--- src/rtl/exec_cmd.sv ---
// ----------------------------------------------------------------------------
// exec_cmd
//   Command-list executor for the UDP control path. On a start pulse it walks
//   a 16-bit command list held in the input RAM, issues 32-bit register reads
//   and writes on the register bus, and appends read results to the output
//   RAM. The output list begins with the 16'hCBAE marker word.
//
// Ports
//   clk, rst            single rising-edge clock, asynchronous active-low reset
//   start_exec          start pulse, only accepted while idle
//   busy, err, out_len  run status; err/out_len valid while busy is low
//   inram_*             input RAM read port (q valid one cycle after re)
//   outram_*            output RAM write port
//   reg_*               register bus request/handshake
// ----------------------------------------------------------------------------
module exec_cmd #(
    parameter int unsigned AW      = 10,
    parameter int unsigned TIMEOUT = 1023
) (
    input  logic          clk,
    input  logic          rst,
    input  logic          start_exec,
    output logic          busy,
    output logic          err,
    output logic [AW-1:0] out_len,
    output logic [AW-1:0] inram_address,
    output logic          inram_re,
    input  logic [15:0]   inram_q,
    output logic [AW-1:0] outram_address,
    output logic          outram_we,
    output logic [15:0]   outram_d,
    output logic [13:0]   reg_addr,
    output logic          reg_rd,
    output logic          reg_wr,
    output logic [31:0]   reg_writedata,
    input  logic          reg_ready,
    input  logic [31:0]   reg_readdata
);

    localparam int unsigned MAXI  = (1 << AW) - 1;
    localparam int unsigned TW    = (TIMEOUT > 1) ? $clog2(TIMEOUT) : 1;
    localparam logic [15:0] MAGIC = 16'hCBAE;

    typedef enum logic [3:0] {
        S_IDLE,
        S_RD_LEN,
        S_CHK_MAGIC,
        S_FETCH_OP,
        S_FETCH_HI,
        S_FETCH_LO,
        S_BUS,
        S_STORE_HI,
        S_STORE_LO,
        S_DONE
    } state_t;

    state_t        r_state, w_state;
    logic          r_ph, w_ph;          // fetch phase: 0 = address+re, 1 = data
    logic          r_busy, w_busy;
    logic          r_err, w_err;
    logic [AW-1:0] r_out_len, w_out_len;
    logic [AW-1:0] r_in_addr, w_in_addr;
    logic          r_in_re, w_in_re;
    logic [AW-1:0] r_out_addr, w_out_addr;
    logic          r_out_we, w_out_we;
    logic [15:0]   r_out_d, w_out_d;
    logic [13:0]   r_reg_addr, w_reg_addr;
    logic          r_reg_rd, w_reg_rd;
    logic          r_reg_wr, w_reg_wr;
    logic [31:0]   r_wdata, w_wdata;
    logic [15:0]   r_rd_lo, w_rd_lo;
    logic [AW-1:0] r_len, w_len;
    logic [AW-1:0] r_ptr, w_ptr;        // index of the next list word to consume
    logic [TW-1:0] r_tmo, w_tmo;
    logic          w_abort;
    logic          w_next_op;

    always_ff @(posedge clk or negedge rst) begin
        if (!rst) begin
            r_state    <= S_IDLE;
            r_ph       <= 1'b0;
            r_busy     <= 1'b0;
            r_err      <= 1'b0;
            r_out_len  <= '0;
            r_in_addr  <= '0;
            r_in_re    <= 1'b0;
            r_out_addr <= '0;
            r_out_we   <= 1'b0;
            r_out_d    <= '0;
            r_reg_addr <= '0;
            r_reg_rd   <= 1'b0;
            r_reg_wr   <= 1'b0;
            r_wdata    <= '0;
            r_rd_lo    <= '0;
            r_len      <= '0;
            r_ptr      <= '0;
            r_tmo      <= '0;
        end else begin
            r_state    <= w_state;
            r_ph       <= w_ph;
            r_busy     <= w_busy;
            r_err      <= w_err;
            r_out_len  <= w_out_len;
            r_in_addr  <= w_in_addr;
            r_in_re    <= w_in_re;
            r_out_addr <= w_out_addr;
            r_out_we   <= w_out_we;
            r_out_d    <= w_out_d;
            r_reg_addr <= w_reg_addr;
            r_reg_rd   <= w_reg_rd;
            r_reg_wr   <= w_reg_wr;
            r_wdata    <= w_wdata;
            r_rd_lo    <= w_rd_lo;
            r_len      <= w_len;
            r_ptr      <= w_ptr;
            r_tmo      <= w_tmo;
        end
    end

    always_comb begin
        w_state    = r_state;
        w_ph       = r_ph;
        w_busy     = r_busy;
        w_err      = r_err;
        w_out_len  = r_out_len;
        w_in_addr  = r_in_addr;
        w_in_re    = 1'b0;
        w_out_addr = r_out_addr;
        w_out_we   = 1'b0;
        w_out_d    = r_out_d;
        w_reg_addr = r_reg_addr;
        w_reg_rd   = r_reg_rd;
        w_reg_wr   = r_reg_wr;
        w_wdata    = r_wdata;
        w_rd_lo    = r_rd_lo;
        w_len      = r_len;
        w_ptr      = r_ptr;
        w_tmo      = r_tmo;
        w_abort    = 1'b0;
        w_next_op  = 1'b0;

        case (r_state)
            S_IDLE: begin
                if (start_exec) begin
                    w_state   = S_RD_LEN;
                    w_busy    = 1'b1;
                    w_err     = 1'b0;
                    w_out_len = '0;
                    w_in_addr = '0;
                    w_in_re   = 1'b1;
                    w_ph      = 1'b0;
                end
            end
            S_RD_LEN: begin
                if (!r_ph) begin
                    w_ph = 1'b1;
                end else if ((inram_q < 16'd2) || (32'(inram_q) > MAXI)) begin
                    w_abort = 1'b1;
                end else begin
                    w_len     = inram_q[AW-1:0];
                    w_in_addr = inram_q[AW-1:0];
                    w_in_re   = 1'b1;
                    w_ph      = 1'b0;
                    w_state   = S_CHK_MAGIC;
                end
            end
            S_CHK_MAGIC: begin
                if (!r_ph) begin
                    w_ph = 1'b1;
                end else if (inram_q != MAGIC) begin
                    w_abort = 1'b1;
                end else begin
                    // Marker word goes out alongside the first opcode fetch.
                    w_out_addr = '0;
                    w_out_d    = MAGIC;
                    w_out_we   = 1'b1;
                    w_ptr      = AW'(1);
                    w_in_addr  = AW'(1);
                    w_in_re    = 1'b1;
                    w_ph       = 1'b0;
                    w_state    = S_FETCH_OP;
                end
            end
            S_FETCH_OP: begin
                if (!r_ph) begin
                    w_ph = 1'b1;
                end else if (inram_q[15]) begin
                    // Both data words must lie strictly before the magic word.
                    if (32'(r_ptr) + 32'd2 >= 32'(r_len)) begin
                        w_abort = 1'b1;
                    end else begin
                        w_reg_addr = inram_q[13:0];
                        w_ptr      = r_ptr + 1'b1;
                        w_in_addr  = r_ptr + 1'b1;
                        w_in_re    = 1'b1;
                        w_ph       = 1'b0;
                        w_state    = S_FETCH_HI;
                    end
                end else begin
                    // A read appends two words; refuse it if they would not fit.
                    if (32'(r_out_len) + 32'd2 > MAXI) begin
                        w_abort = 1'b1;
                    end else begin
                        w_reg_addr = inram_q[13:0];
                        w_ptr      = r_ptr + 1'b1;
                        w_reg_rd   = 1'b1;
                        w_tmo      = '0;
                        w_state    = S_BUS;
                    end
                end
            end
            S_FETCH_HI: begin
                if (!r_ph) begin
                    w_ph = 1'b1;
                end else begin
                    w_wdata[31:16] = inram_q;
                    w_ptr          = r_ptr + 1'b1;
                    w_in_addr      = r_ptr + 1'b1;
                    w_in_re        = 1'b1;
                    w_ph           = 1'b0;
                    w_state        = S_FETCH_LO;
                end
            end
            S_FETCH_LO: begin
                if (!r_ph) begin
                    w_ph = 1'b1;
                end else begin
                    w_wdata[15:0] = inram_q;
                    w_ptr         = r_ptr + 1'b1;
                    w_reg_wr      = 1'b1;
                    w_tmo         = '0;
                    w_state       = S_BUS;
                end
            end
            S_BUS: begin
                if (reg_ready) begin
                    w_reg_rd = 1'b0;
                    w_reg_wr = 1'b0;
                    if (r_reg_rd) begin
                        w_out_addr = r_out_len + 1'b1;
                        w_out_d    = reg_readdata[31:16];
                        w_out_we   = 1'b1;
                        w_out_len  = r_out_len + 1'b1;
                        w_rd_lo    = reg_readdata[15:0];
                        w_state    = S_STORE_HI;
                    end else begin
                        w_next_op = 1'b1;
                    end
                end else if (r_tmo == TW'(TIMEOUT - 1)) begin
                    w_abort = 1'b1;
                end else begin
                    w_tmo = r_tmo + 1'b1;
                end
            end
            S_STORE_HI: begin
                w_out_addr = r_out_len + 1'b1;
                w_out_d    = r_rd_lo;
                w_out_we   = 1'b1;
                w_out_len  = r_out_len + 1'b1;
                w_state    = S_STORE_LO;
            end
            S_STORE_LO: begin
                w_next_op = 1'b1;
            end
            S_DONE: begin
                w_busy  = 1'b0;
                w_state = S_IDLE;
            end
            default: begin
                w_state = S_IDLE;
            end
        endcase

        if (w_next_op) begin
            if (r_ptr == r_len) begin
                w_state = S_DONE;
            end else begin
                w_in_addr = r_ptr;
                w_in_re   = 1'b1;
                w_ph      = 1'b0;
                w_state   = S_FETCH_OP;
            end
        end

        if (w_abort) begin
            w_state  = S_DONE;
            w_err    = 1'b1;
            w_reg_rd = 1'b0;
            w_reg_wr = 1'b0;
        end
    end

    assign busy           = r_busy;
    assign err            = r_err;
    assign out_len        = r_out_len;
    assign inram_address  = r_in_addr;
    assign inram_re       = r_in_re;
    assign outram_address = r_out_addr;
    assign outram_we      = r_out_we;
    assign outram_d       = r_out_d;
    assign reg_addr       = r_reg_addr;
    assign reg_rd         = r_reg_rd;
    assign reg_wr         = r_reg_wr;
    assign reg_writedata  = r_wdata;

endmodule

--- config.mk ---
export PLATFORM = sky130hd
export DESIGN_NAME = exec_cmd
export DESIGN_NICKNAME = d
export VERILOG_FILES = /design/src/rtl/exec_cmd.sv
export SDC_FILE = /design/constraint.sdc
export NUM_CORES = 1
export LEC_CHECK = 0
export ABC_AREA = 1
export BUFFER_PORTS_ARGS = -buffer_cell sky130_fd_sc_hd__buf_2
export CORE_ASPECT_RATIO = 1.25
export CORE_MARGIN = 2
export CORE_UTILIZATION = 42
export DETAILED_ROUTE_END_ITERATION = 8
export SYNTH_ARGS = -nofsm -noshare
export SYNTH_HDL_FRONTEND = slang
export SYNTH_SLANG_ARGS = --single-unit
--- constraint.sdc ---
create_clock -name clk -period 2.85 [get_ports clk]
set_input_delay 0.1425 -clock clk [delete_from_list [all_inputs] [get_ports clk]]
set_output_delay 0.1425 -clock clk [all_outputs]
set_load 0.03 [all_outputs]
== Word level (Yosys, flattened, before mapping) ==
Cells that the tools add are included.

* Register bits after elaboration: 149
* Output and inout port bits: 98
* Logic and storage cells: 212

* Add/subtract/negate cells: 5
* Magnitude comparators: 4
* Equality and inequality tests: 46
* Muxes and demuxes: 111
* Bitwise logic cells: 1
* Reduce and logical (&&, ||, !) cells: 26

{| class="wikitable"
|+ Operators with widths
! kind !! number
|-
| 2-to-1 mux 10 bit || 29
|-
| case mux 10 bit (3 select lines) || 4
|-
| 2-to-1 mux 16 bit || 4
|-
| 2-to-1 mux 4 bit || 16
|-
| case mux 10 bit (5 select lines) || 1
|-
| case mux 16 bit (3 select lines) || 1
|-
| 2-to-1 mux 1 bit || 44
|-
| 2-to-1 mux 14 bit || 3
|-
| inequality test 4 bit (second input constant) || 10
|-
| case mux 4 bit (9 select lines) || 1
|-
| adder 10 x 1 -> 10 bit (second input constant) || 3
|-
| inequality test 2 bit (second input constant) || 13
|-
| inequality test 3 bit (second input constant) || 8
|-
| adder 10 x 2 -> 11 bit (second input constant) || 2
|-
| nonzero test 3 bit || 6
|-
| equality test 4 x 3 -> 1 bit (second input constant) || 4
|-
| greater-than comparator 16 x 10 -> 1 bit (second input constant) || 1
|-
| < comparator 16 x 2 -> 1 bit (second input constant) || 1
|-
| inequality test 16 bit (second input constant) || 1
|-
| AND reduction 7 bit || 2
|-
| AND reduction 13 bit || 1
|-
| >= comparator 11 x 10 -> 1 bit || 1
|-
| greater-than comparator 11 x 10 -> 1 bit (second input constant) || 1
|-
| equality test 10 bit || 1
|-
| other kinds (20) || 35
|}

== Logic depth before layout (Yosys ltp) ==
Gate-level depths: netlist of run 1.

* Depth after elaboration: 8
* Depth in mapped cells: 21
* Depth with buffers taken out: 21

== Least setup slack after synthesis of run 1 ==
OpenSTA, ideal clock, no wires.

* Kind: reg2reg
* From: reg r_ptr[2] (netlist name)
* To: reg r_tmo[1]
* Library setup time: 0.083 ns
* Arrival: 2.368 ns
* Slack: 0.399 ns
* Stages on the path, launching flop included: 20
* Buffers on the path: 0
* Path through: dfrtp_1 ha_1 nand2_1 nor2_2 xor2_1 inv_1 ha_1 nand2_1 inv_1 a21oi_1 nand2_1 nand2_1 nand2_1 nand2_1 nand2_2 nand3_2 nand2_1 a21oi_2 nand2_1 o21ai_0

{| class="wikitable"
|+ RTL lines
! element !! RTL line !! source
|-
| to (signal assigned) || 116 || <nowiki>r_tmo <= w_tmo;</nowiki>
|-
| to (decl) || 74 || <nowiki>logic [TW-1:0] r_tmo, w_tmo;</nowiki>
|}

== Worst setup path in the final report of run 1 ==
* From: reg r_ptr[1]
* To: reg r_state[1]

* Cells in the longest elaborated chain, start to end: 8

{| class="wikitable"
|+ RTL lines
! element !! RTL line !! source
|-
| from (decl) || 73 || <nowiki>logic [AW-1:0] r_ptr, w_ptr;</nowiki>
|-
| from (signal assigned) || 115 || <nowiki>r_ptr <= w_ptr;</nowiki>
|-
| adder 10 x 2 -> 11 bit || 189 || <nowiki>if (32'(r_ptr) + 32'd2 >= 32'(r_len)) begin</nowiki>
|-
| >= comparator 11 x 10 -> 1 bit || 189 ||
|-
| 2-to-1 mux 1 bit || 189 ||
|-
| 2-to-1 mux 1 bit || 187 || <nowiki>end else if (inram_q[15]) begin</nowiki>
|-
| 2-to-1 mux 1 bit || 185 || <nowiki>if (!r_ph) begin</nowiki>
|-
| case mux 1 bit (4 select lines) || 142 || <nowiki>case (r_state)</nowiki>
|-
| inequality test 5 bit (no source line) (tied with other cells) || n/a ||
|-
| AND reduction 13 bit (no source line) || n/a ||
|-
| to (signal assigned) || 99 || <nowiki>r_state <= w_state;</nowiki>
|-
| to (decl) || 57 || <nowiki>state_t r_state, w_state;</nowiki>
|}

Several ways; a longest one is shown, not always the timed one.
A chain may end at the register's enable or synchronous reset.

==> summary.json, run 1 <==
{
  "slowest_delay": {"value": 390, "unit": "ps"},
  "layout-area-overhead-vs-synth": {"value": 25.02, "unit": "%"},
  "post_synth_num_cell_types": {"value": 48},
  "whs_path_depth": {"value": 3},
  "pwr_density_cell": {"value": 1012, "unit": "nW/um^2"},
  "routed_wl": {"value": 20800, "unit": "um"},
  "yosys_register_bits": {"value": 149},
  "ant_nets": {"value": 0},
  "yosysSeqAreaShare": {"value": 48.17, "unit": "%"},
  "die_area": {"value": 19540, "unit": "sq um"},
  "synth_top_family_by_area": {"value": "simple AND/OR/NAND/NOR gates"},
  "worst_slew_pin_slew": {"value": 543.5, "unit": "ps"},
  "placement.cell_area": {"value": 8741, "unit": "sq um"},
  "hold_viol_final": {"value": 0},
  "detail_route.first_pass.iterations": {"value": 5},
  "gp_routability_congestion": {"value": 0.9328},
  "routed-wl-met3": {"value": 620, "unit": "um"},
  "critical_path_required": {"value": 3160, "unit": "ps"},
  "synthFlopType": {"value": "dfrtp_1"},
  "compound_gate_fraction_of_synth_area": {"value": 12.75, "unit": "%"},
  "wl_met2": {"value": 11140, "unit": "um"},
  "drt-initial-drc-count": {"value": 363},
  "globalRouteOverflowTotal": {"value": 0},
  "path_class_of_the_lowest_slack_min_delay_path": {"value": "in2reg"},
  "critical_path.endpoint_type": {"value": "flip-flop"},
  "finalNetCount": {"value": 1189},
  "std_cell_rows": {"value": 55},
  "yosys.area_share.xor_xnor": {"value": 1.923, "unit": "%"},
  "period_needed": {"value": 2580, "unit": "ps"},
  "irDropWorstVdd": {"value": 0.6899, "unit": "mV"},
  "final.setup_skew": {"value": 11.17, "unit": "ps"},
  "final.period_utilization": {"value": 90.54, "unit": "%"},
  "insertion_delay": {"value": 420, "unit": "ps"},
  "initial_core_util": {"value": 42.77, "unit": "%"},
  "port-buffer-count": {"value": 149},
  "io_pins": {"value": 150},
  "setup_viol": {"value": 0},
  "highest_layer": {"value": "met4"},
  "worstPathArrival": {"value": 2890, "unit": "ps"},
  "layout_commonest_cell": {"value": "nand2_1"},
  "cts_htree_levels": {"value": 4},
  "outcome": {"value": "complete, no violations"},
  "hold_ws": {"value": 25.67, "unit": "ps"},
  "pin_count_of_the_biggest_net_entering_global_routing": {"value": 67},
  "avgSynthCellArea": {"value": 8.279, "unit": "sq um"},
  "r2r.worst_path.cells": {"value": 18},
  "max_slew_violations": {"value": 0},
  "yosys_warning_count": {"value": 0},
  "crit_path_frequent_cell": {"value": "nand2_1"},
  "synth_edf_count": {"value": 0},
  "hpwl": {"value": 15520, "unit": "um"},
  "maxClockFrequency": {"value": 387.5, "unit": "MHz"},
  "dieWidth": {"value": 125.4, "unit": "um"},
  "crit_path_top_delay_cell": {"value": "dfrtp_1"},
  "grt.total_usage": {"value": 21.61, "unit": "%"},
  "drt-vias-per-instance": {"value": 5.054},
  "drt-wirelength-per-cell": {"value": 15.31, "unit": "um"},
  "synthSimpleGateAreaFrac": {"value": 24.18, "unit": "%"},
  "antennaDiodeCount": {"value": 0},
  "clk_transition_reported_paths": {"value": 70, "unit": "ps"},
  "asyncSetResetFlopFracSynth": {"value": 100.0, "unit": "%"},
  "post_synth_fa_ha_maj_area_fraction": {"value": 2.909, "unit": "%"},
  "final.fill_count": {"value": 1767},
  "clock-sinks": {"value": 149},
  "clock_tree_buf_depth": {"value": 2},
  "maxcap_violations": {"value": 0},
  "cts_root_buffer": {"value": "clkbuf_16"},
  "power.leakage": {"value": 5.107, "unit": "nW"},
  "grt_antenna_before_repair": {"value": 0},
  "synth.mux.area_fraction": {"value": 2.327, "unit": "%"},
  "crit_chain": {"value": "ha_2, nand2_1, nor2_2, nand3_1, inv_2, nand3_1, xor2_1, ha_1, o21a_1, nand2_2, nand2_2, nand3_4, nand2_2, nand2_1, nand2_1, nor2_1, nand2_1, nand2_1"},
  "postLayoutCellArea": {"value": 9678, "unit": "sq um"},
  "placeable_area": {"value": 18100, "unit": "sq um"},
  "via_count": {"value": 6869},
  "most-common-layout-cells": {"value": "nand2_1, dfrtp_1, buf_2, inv_1, nor2_1"},
  "route.detailed.drc": {"value": 0},
  "tritoncts.num_buffers": {"value": 17},
  "first_pass_grt_wire_length": {"value": 33910, "unit": "um"},
  "ff_latch_area": {"value": 3730, "unit": "sq um"},
  "cp_class": {"value": "reg2reg"},
  "post_route_cells_drive_above_1_share": {"value": 23.96, "unit": "%"},
  "crit_path_start_kind": {"value": "flip-flop"},
  "met1_length": {"value": 8595, "unit": "um"},
  "netlist_instances": {"value": 935},
  "footprint_of_the_multi_input_gates": {"value": 3446, "unit": "sq um"},
  "synth.cell_area": {"value": 7741, "unit": "sq um"},
  "cts_tree": {"value": "yes"},
  "chipHeight": {"value": 155.8, "unit": "um"},
  "timing.slew.headroom": {"value": 63.65, "unit": "%"},
  "first_global_vias": {"value": 6673},
  "syn_nets": {"value": 1005},
  "critical_path_peak_fanout": {"value": 5}
}
[flip-flops by register name (all words and copies together) (netlist names), 14 cells and up]
signal         count
r_rd_lo           16
outram_d          16
reg_writedata     32
reg_addr          14
[cells in the mapped netlist (2+ instances only)]
cell type	number	share of area (%)
a21oi_1	32	2.1
a31oi_1	8	0.65
buf_2	10	0.65
buf_4	3	0.29
buf_6	2	0.29
clkbuf_1	12	0.58
clkinv_1	2	0.097
dfrtp_1	149	48
ha_1	18	2.9
inv_1	99	4.8
inv_2	20	0.97
mux2_1	10	1.5
mux2_2	6	0.87
nand2_1	218	11
nand2_2	14	1.1
nand3_1	45	2.9
nand3_2	3	0.39
nand4_1	28	2.3
nor2_1	75	3.6
nor2_2	4	0.32
nor2_4	3	0.44
nor3_1	13	0.84
nor4_1	3	0.24
nor4b_1	2	0.23
o2111ai_1	2	0.23
o211ai_1	4	0.39
o21ai_0	63	4.1
o21ai_1	21	1.4
o21ai_2	11	1.2
o21bai_1	9	0.87
o22ai_1	11	0.89
o31ai_1	3	0.29
or2_2	2	0.16
xnor2_1	3	0.34
xor2_1	14	1.6
[final timing paths]
path	start	to	slack [ps]
worst min-delay path	reg_readdata[25]	outram_d[9]	30
worst max-delay path	r_ptr[1]	r_state[1]	270
min in group asynchronous	rst	reg_writedata[4]	250
worst min register to register	outram_address[4]	outram_address[4]	460
max in group asynchronous	rst	r_state[3]	1800
worst max register to register	r_ptr[1]	r_state[1]	270
[layout make-up]
| cell class | count | share of cell area (%) |
|---|---|---|
| flip-flops and latches | 149 | 38.54 |
| multi-input cells | 637 | 35.60 |
| repair buffers | 192 | 12.02 |
| inverters | 122 | 4.771 |
| clock buffers | 17 | 4.396 |
| well taps | 228 | 2.948 |
| clock inverters | 14 | 1.719 |
[repair_timing]
| item | 4_1_cts | 5_1_grt |
|---|---|---|
| hold endpoints to repair | 84 | 0 |
| setup buffers | 0 | 2 |
| setup endpoints to repair | 0 | 45 |
| gates resized for setup | 0 | 13 |
| hold buffers | 29 | 0 |
[worst max-delay path, delay by kind of cell (launching register included)]
kind | cells | cell delay, ps
fa+ha+maj | 2 | 470
xor+xnor | 1 | 180
simple gates | 13 | 1210
compound gates | 1 | 120
flops | 1 | 390
buf+inv | 1 | 80
[power by group]
part | leakage, nW | total, W | switching (W) | internal, W
clock | 0.281 | 0.00227 | 0.000960 | 0.00131
combinational | 2.95 | 0.00423 | 0.00297 | 0.00126
sequential | 1.87 | 0.00329 | 0.000450 | 0.00284
total | 5.11 | 0.00980 | 0.00438 | 0.00542
[cells by family after synthesis]
group           Yosys count
fa+ha+maj                18
compound gates          169
simple gates            417
mux                      16
flops                   149
xor+xnor                 17
buf+inv                 149
[per-layer routing]
| metal | vias to the layer above | global-route usage (%) |
|---|---|---|
| li1 | 3459 | - |
| met1 | 3248 | 25.25 |
| met2 | 136 | 39.59 |
| met3 | 26 | 4.012 |
| met4 | 0 | 7.566 |
| met5 | - | 0 |
[through the flow]
step	total power, W	setup slack [ps]	std cells	setup TNS, ps	util (%)
after floorplan	0.006230	399.1	935	0	-
after global placement	0.007427	172.6	1297	0	48.30
after detailed placement	0.007496	123.4	1297	0	48.30
after CTS	0.009831	112.2	1357	0	53.17
after global routing	0.01041	-6.081	1359	-6.081	53.47
final	0.009798	269.5	1359	0	53.47
Power figures use the tool's default switching activity.
==> inputs of run 2 (changes only) <==
CORE_MARGIN = not set   (was 2)
==> summary.json, run 2 (synthesis results as in run 1) <==
{
  "outcome": {"value": "complete, no violations", "change": "unchanged"},
  "io_pins": {"value": 150, "change": "unchanged"},
  "cp_class": {"value": "reg2reg", "change": "unchanged"},
  "critical_path_required": {"value": 3200, "unit": "ps", "change": "was 3160 ps"},
  "max_slew_violations": {"value": 0, "change": "unchanged"},
  "whs_path_depth": {"value": 3, "change": "unchanged"},
  "r2r_end": {"value": "reg_wr", "change": "was r_state[1]"},
  "p_int": {"value": 0.005550, "unit": "W", "change": "was 0.005416 W"},
  "maxcap_violations": {"value": 0, "change": "unchanged"},
  "gp_routability_congestion": {"value": 0.9220, "change": "was 0.9328"},
  "initial_core_util": {"value": 42.77, "unit": "%", "change": "unchanged"},
  "globalRouteOverflowTotal": {"value": 0, "change": "unchanged"},
  "drt-initial-drc-count": {"value": 402, "change": "was 363"},
  "combinationalPowerShare": {"value": 42.9, "unit": "%", "change": "was 43.2%"},
  "p_seq_share": {"value": 33.2, "unit": "%", "change": "was 33.6%"},
  "port-buffer-count": {"value": 149, "change": "unchanged"},
  "instances_no_fill": {"value": 1361, "change": "was 1359"},
  "dieWidth": {"value": 123.4, "unit": "um", "change": "was 125.4 um"},
  "layout-area-overhead-vs-synth": {"value": 25.63, "unit": "%", "change": "was 25.02%"},
  "drt-vias-per-instance": {"value": 5.112, "change": "was 5.054"},
  "period_needed": {"value": 2595, "unit": "ps", "change": "was 2580 ps"},
  "cts_htree_levels": {"value": 4, "change": "unchanged"},
  "worst_slew_pin_slew": {"value": 622.0, "unit": "ps", "change": "was 543.5 ps"},
  "pin_count_of_the_biggest_net_entering_global_routing": {"value": 65, "change": "was 67"},
  "maxClockFrequency": {"value": 385.4, "unit": "MHz", "change": "was 387.5 MHz"},
  "route.detailed.drc": {"value": 0, "change": "unchanged"},
  "final.setup_skew": {"value": 9.471, "unit": "ps", "change": "was 11.17 ps"},
  "tritoncts.num_buffers": {"value": 17, "change": "unchanged"},
  "via_count": {"value": 6958, "change": "was 6869"},
  "placement.cell_area": {"value": 8756, "unit": "sq um", "change": "was 8741 sq um"},
  "rrSetupSlack": {"value": 260, "unit": "ps", "change": "was 270 ps"},
  "antennaDiodeCount": {"value": 0, "change": "unchanged"},
  "finalNetCount": {"value": 1190, "change": "was 1189"},
  "layout_commonest_cell": {"value": "nand2_1", "change": "unchanged"},
  "ant_nets": {"value": 0, "change": "unchanged"},
  "most-common-layout-cells": {"value": "nand2_1, dfrtp_1, buf_2, inv_1, nor2_1", "change": "unchanged"},
  "grt.total_usage": {"value": 23.54, "unit": "%", "change": "was 21.61%"},
  "swShare": {"value": 44.18, "unit": "%", "change": "was 44.72%"},
  "min_delay_worst_endpoint": {"value": "outram_d[1]", "change": "was outram_d[9]"},
  "grt_antenna_before_repair": {"value": 0, "change": "unchanged"},
  "final_critical_path_setup_slack": {"value": 255.0, "unit": "ps", "change": "was 269.5 ps"},
  "std_cell_rows": {"value": 55, "change": "unchanged"},
  "r2r.worst_path.cells": {"value": 20, "change": "was 18"},
  "power.leakage": {"value": 5.130, "unit": "nW", "change": "was 5.107 nW"},
  "max_ffs_per_register": {"value": 32, "change": "unchanged"},
  "worstReg2RegStart": {"value": "r_ptr[1]", "change": "unchanged"},
  "cts_tree": {"value": "yes", "change": "unchanged"},
  "worstHoldStart": {"value": "reg_readdata[17]", "change": "was reg_readdata[25]"},
  "critical_path.endpoint_type": {"value": "flip-flop", "change": "unchanged"},
  "cts_root_buffer": {"value": "clkbuf_16", "change": "unchanged"},
  "post_route_cells_drive_above_1_share": {"value": 24.45, "unit": "%", "change": "was 23.96%"},
  "path_class_of_the_lowest_slack_min_delay_path": {"value": "in2reg", "change": "unchanged"},
  "power.share.clock": {"value": 23.8, "unit": "%", "change": "was 23.2%"},
  "post-place-ws": {"value": 131.8, "unit": "ps", "change": "was 123.4 ps"},
  "insertion_delay": {"value": 420, "unit": "ps", "change": "about the same"},
  "detail_route.first_pass.iterations": {"value": 5, "change": "unchanged"},
  "p_total": {"value": 0.009943, "unit": "W", "change": "was 0.009798 W"},
  "pwr_density_cell": {"value": 1022, "unit": "nW/um^2", "change": "was 1012 nW/um^2"},
  "first_global_vias": {"value": 6834, "change": "was 6673"},
  "placeable_area": {"value": 18100, "unit": "sq um", "change": "unchanged"},
  "worstPathArrival": {"value": 2950, "unit": "ps", "change": "was 2890 ps"},
  "final.fill_count": {"value": 1740, "change": "was 1767"},
  "fin_setup_tns": {"value": 0, "unit": "ps", "change": "unchanged"},
  "die_area": {"value": 18980, "unit": "sq um", "change": "was 19540 sq um"},
  "setup_viol": {"value": 0, "change": "unchanged"},
  "routed_wl": {"value": 21330, "unit": "um", "change": "was 20800 um"},
  "numPlacedInstances": {"value": 1299, "change": "was 1297"},
  "crit_path_start_kind": {"value": "flip-flop", "change": "unchanged"},
  "timing.slew.headroom": {"value": 58.53, "unit": "%", "change": "was 63.65%"},
  "chipHeight": {"value": 153.8, "unit": "um", "change": "was 155.8 um"},
  "switchingPower": {"value": 0.004393, "unit": "W", "change": "was 0.004381 W"},
  "hold_viol_final": {"value": 0, "change": "unchanged"},
  "critical_path_peak_fanout": {"value": 5, "change": "unchanged"},
  "clock-sinks": {"value": 149, "change": "unchanged"},
  "hpwl": {"value": 15650, "unit": "um", "change": "was 15520 um"},
  "clk_transition_reported_paths": {"value": 60, "unit": "ps", "change": "was 70 ps"},
  "final.period_utilization": {"value": 91.05, "unit": "%", "change": "was 90.54%"},
  "clock_tree_buf_depth": {"value": 2, "change": "unchanged"},
  "postLayoutCellArea": {"value": 9726, "unit": "sq um", "change": "was 9678 sq um"},
  "first_pass_grt_wire_length": {"value": 34300, "unit": "um", "change": "was 33910 um"},
  "irDropWorstVdd": {"value": 0.4744, "unit": "mV", "change": "was 0.6899 mV"},
  "drt-wirelength-per-cell": {"value": 15.67, "unit": "um", "change": "was 15.31 um"}
}
run 2: worst max path at each step:
stage / slack [ps] / endpoint / startpoint / cells after the start
after CTS: 110 / inram_address[5] / r_ptr[2] / 17
after floorplan: 400 / r_tmo[1] / r_ptr[2] / 19
after global placement: 170 / inram_address[2] / r_ptr[2] / 16
after global routing: -5 / r_state[1] / r_ptr[1] / 20
after detailed placement: 130 / inram_address[5] / r_ptr[2] / 17
final: 260 / reg_wr / r_ptr[1] / 20
run 2: repair_timing:
item	CTS	global route
resized for setup	0	16
setup endpoints to repair	0	45
endpoints found under the hold margin	86	0
setup buffers	0	5
hold buffers	25	0
run 2: per-layer routing:
layer | share of wire, % | track usage [%] | vias up
met5 | 0 | 0 | -
met4 | 3.0 | 10.50 | 0
met3 | 3.5 | 4.228 | 48
met2 | 53 | 41.47 | 167
met1 | 41 | 27.38 | 3299
li1 | - | - | 3444
run 2: final cells by class:
cell class | count | area [sq um] | area share, %
Sequential cell | 149 | 3730 | 38.35
Multi-Input combinational cell | 637 | 3476 | 35.74
Timing Repair Buffer | 193 | 1161 | 11.94
Inverter | 122 | 459.2 | 4.721
Clock buffer | 20 | 446.7 | 4.593
Tap cell | 228 | 285.3 | 2.933
Clock inverter | 12 | 167.7 | 1.724
run 2: power by group through the flow:
stage | clock [W] | sequential, W | combinational [W]
4_1_cts | 0.00243 | 0.00330 | 0.00421
6_report | 0.00237 | 0.00330 | 0.00427
2_1_floorplan | 0 | 0.00433 | 0.00190
3_5_place_dp | 0 | 0.00334 | 0.00417
5_1_grt | 0.00251 | 0.00340 | 0.00468
3_3_place_gp | 0 | 0.00332 | 0.00411
run 2: metrics by stage:
step	utilization, %	hold slack [ps]
4_1_cts	53.16	3.242
6_report	53.74	18.25
2_1_floorplan	-	-153.1
5_1_grt	53.74	17.83
3_3_place_gp	48.38	167.9
3_5_place_dp	48.38	176.6
run 2: worst max-delay path, cell delays in order (launching register included):
cell      delay [ps]
dfrtp_1          410
ha_2             210
nand2_2           70
nor2_4           130
xor2_1           140
inv_1             60
ha_1             270
nand2_1           80
inv_1             40
a21oi_1          130
nand2_1           60
nand2_1           50
nand2_1           60
nand2_2          100
nand2_4           70
nand3_4           90
nand2_4           70
a21oi_4          180
buf_4            130
o211ai_1         100
inv_1             70
==> inputs of run 3 (changes only) <==
CORE_UTILIZATION = 45   (was 42)
CTS_BUF_LIST = sky130_fd_sc_hd__clkbuf_8   (was not set)
PLACE_DENSITY = 0.67   (was not set)
==> summary.json, run 3 (synthesis results as in run 1) <==
{
  "outcome": {"value": "complete, no violations", "change": "unchanged"},
  "initial_core_util": {"value": 45.96, "unit": "%", "change": "was 42.77%"},
  "ant_nets": {"value": 0, "change": "unchanged"},
  "hpwl": {"value": 14910, "unit": "um", "change": "was 15650 um"},
  "critical_path_peak_fanout": {"value": 6, "change": "was 5"},
  "finalNetCount": {"value": 1202, "change": "was 1190"},
  "r2r.worst_path.cells": {"value": 20, "change": "unchanged"},
  "route.detailed.drc": {"value": 0, "change": "unchanged"},
  "port-buffer-count": {"value": 149, "change": "unchanged"},
  "worstSetupStartpoint": {"value": "r_ptr[1]", "change": "unchanged"},
  "critPathBufInv": {"value": 4, "change": "unchanged"},
  "cts_htree_levels": {"value": 4, "change": "unchanged"},
  "maxcap_violations": {"value": 0, "change": "unchanged"},
  "slowest_delay": {"value": 410, "unit": "ps", "change": "about the same"},
  "most-common-layout-cells": {"value": "nand2_1, dfrtp_1, buf_2, inv_1, nor2_1", "change": "unchanged"},
  "routed_wl": {"value": 20770, "unit": "um", "change": "was 21330 um"},
  "detail_route.first_pass.iterations": {"value": 4, "change": "was 5"},
  "crit_path_start_kind": {"value": "flip-flop", "change": "unchanged"},
  "path_depth": {"value": 20, "change": "unchanged"},
  "footprint_of_the_multi_input_gates": {"value": 3432, "unit": "sq um", "change": "was 3476 sq um"},
  "maxClockFrequency": {"value": 385.7, "unit": "MHz", "change": "was 385.4 MHz"},
  "worstPathArrival": {"value": 2990, "unit": "ps", "change": "was 2950 ps"},
  "pwr_density_cell": {"value": 950.9, "unit": "nW/um^2", "change": "was 1022 nW/um^2"},
  "worst_slew_pin_slew": {"value": 688.4, "unit": "ps", "change": "was 622.0 ps"},
  "final.fill_count": {"value": 1562, "change": "was 1740"},
  "cts_root_buffer": {"value": "clkbuf_8", "change": "was clkbuf_16"},
  "grt_antenna_before_repair": {"value": 0, "change": "unchanged"},
  "die_area": {"value": 17730, "unit": "sq um", "change": "was 18980 sq um"},
  "chipHeight": {"value": 148.6, "unit": "um", "change": "was 153.8 um"},
  "tritoncts.num_buffers": {"value": 17, "change": "unchanged"},
  "crit_path_frequent_cell": {"value": "nand2_1", "change": "unchanged"},
  "pin_count_of_the_biggest_net_entering_global_routing": {"value": 76, "change": "was 65"},
  "setup_viol": {"value": 0, "change": "unchanged"},
  "timing.slew.headroom": {"value": 54.11, "unit": "%", "change": "was 58.53%"},
  "final.period_utilization": {"value": 90.98, "unit": "%", "change": "was 91.05%"},
  "drt-initial-drc-count": {"value": 357, "change": "was 402"},
  "cts_tree": {"value": "yes", "change": "unchanged"},
  "layout-area-overhead-vs-synth": {"value": 23.40, "unit": "%", "change": "was 25.63%"},
  "instances_no_fill": {"value": 1364, "change": "was 1361"},
  "critical_path.endpoint_type": {"value": "flip-flop", "change": "unchanged"},
  "post_route_cells_drive_above_1_share": {"value": 23.69, "unit": "%", "change": "was 24.45%"},
  "cp_class": {"value": "reg2reg", "change": "unchanged"},
  "gp_routability_congestion": {"value": 0.9335, "change": "was 0.9220"},
  "p_total": {"value": 0.009084, "unit": "W", "change": "was 0.009943 W"},
  "worstHoldStart": {"value": "inram_q[1]", "change": "was reg_readdata[17]"},
  "antennaDiodeCount": {"value": 0, "change": "unchanged"},
  "whs_path_depth": {"value": 3, "change": "unchanged"},
  "drt-vias-per-instance": {"value": 5.119, "change": "was 5.112"},
  "first_pass_grt_wire_length": {"value": 33650, "unit": "um", "change": "was 34300 um"},
  "insertion_delay": {"value": 460, "unit": "ps", "change": "was 420 ps"},
  "drt-wirelength-per-cell": {"value": 15.22, "unit": "um", "change": "was 15.67 um"},
  "grt.total_usage": {"value": 24.39, "unit": "%", "change": "was 23.54%"},
  "crit_chain": {"value": "ha_1, nand2_1, nor2_2, xor2_1, inv_1, ha_1, nand2_1, inv_1, a21oi_1, nand2_1, nand2_1, nand2_1, nand2_1, nand2_2, nand3_2, nand2_1, a21oi_2, buf_4, o211ai_1, inv_1", "change": "was ha_2, nand2_2, nor2_4, xor2_1, inv_1, ha_1, nand2_1, inv_1, a21oi_1, nand2_1, nand2_1, nand2_1, nand2_2, nand2_4, nand3_4, nand2_4, a21oi_4, buf_4, o211ai_1, inv_1"},
  "placeable_area": {"value": 16840, "unit": "sq um", "change": "was 18100 sq um"},
  "dieWidth": {"value": 119.3, "unit": "um", "change": "was 123.4 um"},
  "first_global_vias": {"value": 6904, "change": "was 6834"},
  "timing.critical_path.max_delay_family": {"value": "simple AND/OR/NAND/NOR gates", "change": "unchanged"},
  "power.leakage": {"value": 5.065, "unit": "nW", "change": "was 5.130 nW"},
  "placement.cell_area": {"value": 8746, "unit": "sq um", "change": "was 8756 sq um"},
  "postLayoutCellArea": {"value": 9553, "unit": "sq um", "change": "was 9726 sq um"},
  "globalRouteOverflowTotal": {"value": 0, "change": "unchanged"},
  "irDropWorstVdd": {"value": 0.5482, "unit": "mV", "change": "was 0.4744 mV"},
  "path_class_of_the_lowest_slack_min_delay_path": {"value": "in2reg", "change": "unchanged"},
  "clock-sinks": {"value": 149, "change": "unchanged"},
  "clk_transition_reported_paths": {"value": 90, "unit": "ps", "change": "was 60 ps"},
  "numPlacedInstances": {"value": 1291, "change": "was 1299"},
  "max_slew_violations": {"value": 0, "change": "unchanged"},
  "period_needed": {"value": 2593, "unit": "ps", "change": "was 2595 ps"},
  "final.setup_skew": {"value": 14.07, "unit": "ps", "change": "was 9.471 ps"},
  "io_pins": {"value": 150, "change": "unchanged"},
  "worstReg2RegStart": {"value": "r_ptr[1]", "change": "unchanged"},
  "std_cell_rows": {"value": 53, "change": "was 55"},
  "critical_path_required": {"value": 3250, "unit": "ps", "change": "was 3200 ps"},
  "max_ffs_per_register": {"value": 32, "change": "unchanged"},
  "ff_latch_area": {"value": 3730, "unit": "sq um", "change": "unchanged"},
  "layout_commonest_cell": {"value": "nand2_1", "change": "unchanged"},
  "hold_viol_final": {"value": 0, "change": "unchanged"},
  "via_count": {"value": 6982, "change": "was 6958"},
  "crit_path_top_delay_cell": {"value": "dfrtp_1", "change": "unchanged"},
  "clock_tree_buf_depth": {"value": 2, "change": "unchanged"}
}
## run 3: changes by cell type in the layout (fill, tap and decap cells not counted), sizes merged
cell	delta
bufinv	-2
dlygate4sd3	+14
buf	-2
clkinv	+5
inv	-2
clkbuf	-2
## run 3: layer usage
| layer | track usage, % | routed length, um | part of all wire [%] |
|---|---|---|---|
| met5 | 0 | 0 | 0 |
| met4 | 10.50 | 595 | 2.9 |
| met3 | 4.870 | 767 | 3.7 |
| met2 | 43.81 | 11030 | 53 |
| met1 | 28.13 | 8379 | 40 |
## run 3: final timing paths
path                                endpoint  slack, ps
max                                   reg_wr        260
min                        reg_writedata[17]         40
max reg2reg                           reg_wr        260
min reg2reg                outram_address[4]        470
max in group asynchronous  reg_writedata[29]       1760
min in group asynchronous        outram_d[9]        260
## run 3: where the power goes
group / switching [W] / internal [W]
combinational: 0.00295 / 0.00127
clock: 0.000847 / 0.000719
sequential: 0.000461 / 0.00284
total: 0.00425 / 0.00483
## run 3: final cells by class
class                           count  area share (%)
Clock buffer                       18           2.593
Clock inverter                     13           1.323
Inverter                          122           4.807
Multi-Input combinational cell    637           35.93
Sequential cell                   149           39.04
Tap cell                          220           2.881
Timing Repair Buffer              205           13.43
## run 3: tightest hold or removal path, stage by stage
cell	delay (ps)
buf_2	110
inv_1	100
o21ai_0	100
## run 3: stage by stage
| stage | util (%) | TNS, ps | hold slack, ps | setup WS [ps] |
|---|---|---|---|---|
| after CTS | 56.46 | 0 | 9.336 | 111.7 |
| after global placement | 51.92 | 0 | 219.0 | 230.8 |
| after floorplan | - | 0 | -153.1 | 399.1 |
| final | 56.72 | 0 | 36.08 | 257.0 |
| after global routing | 56.72 | -22.78 | 42.21 | -22.78 |
| after detailed placement | 51.92 | 0 | 209.7 | 123.7 |
## run 3: timing repair
item | in CTS | in global routing
setup endpoints to repair | 0 | 32
resized for setup | 0 | 5
hold buffers | 39 | 0
endpoints found under the hold margin | 120 | 0
setup buffers | 0 | 3
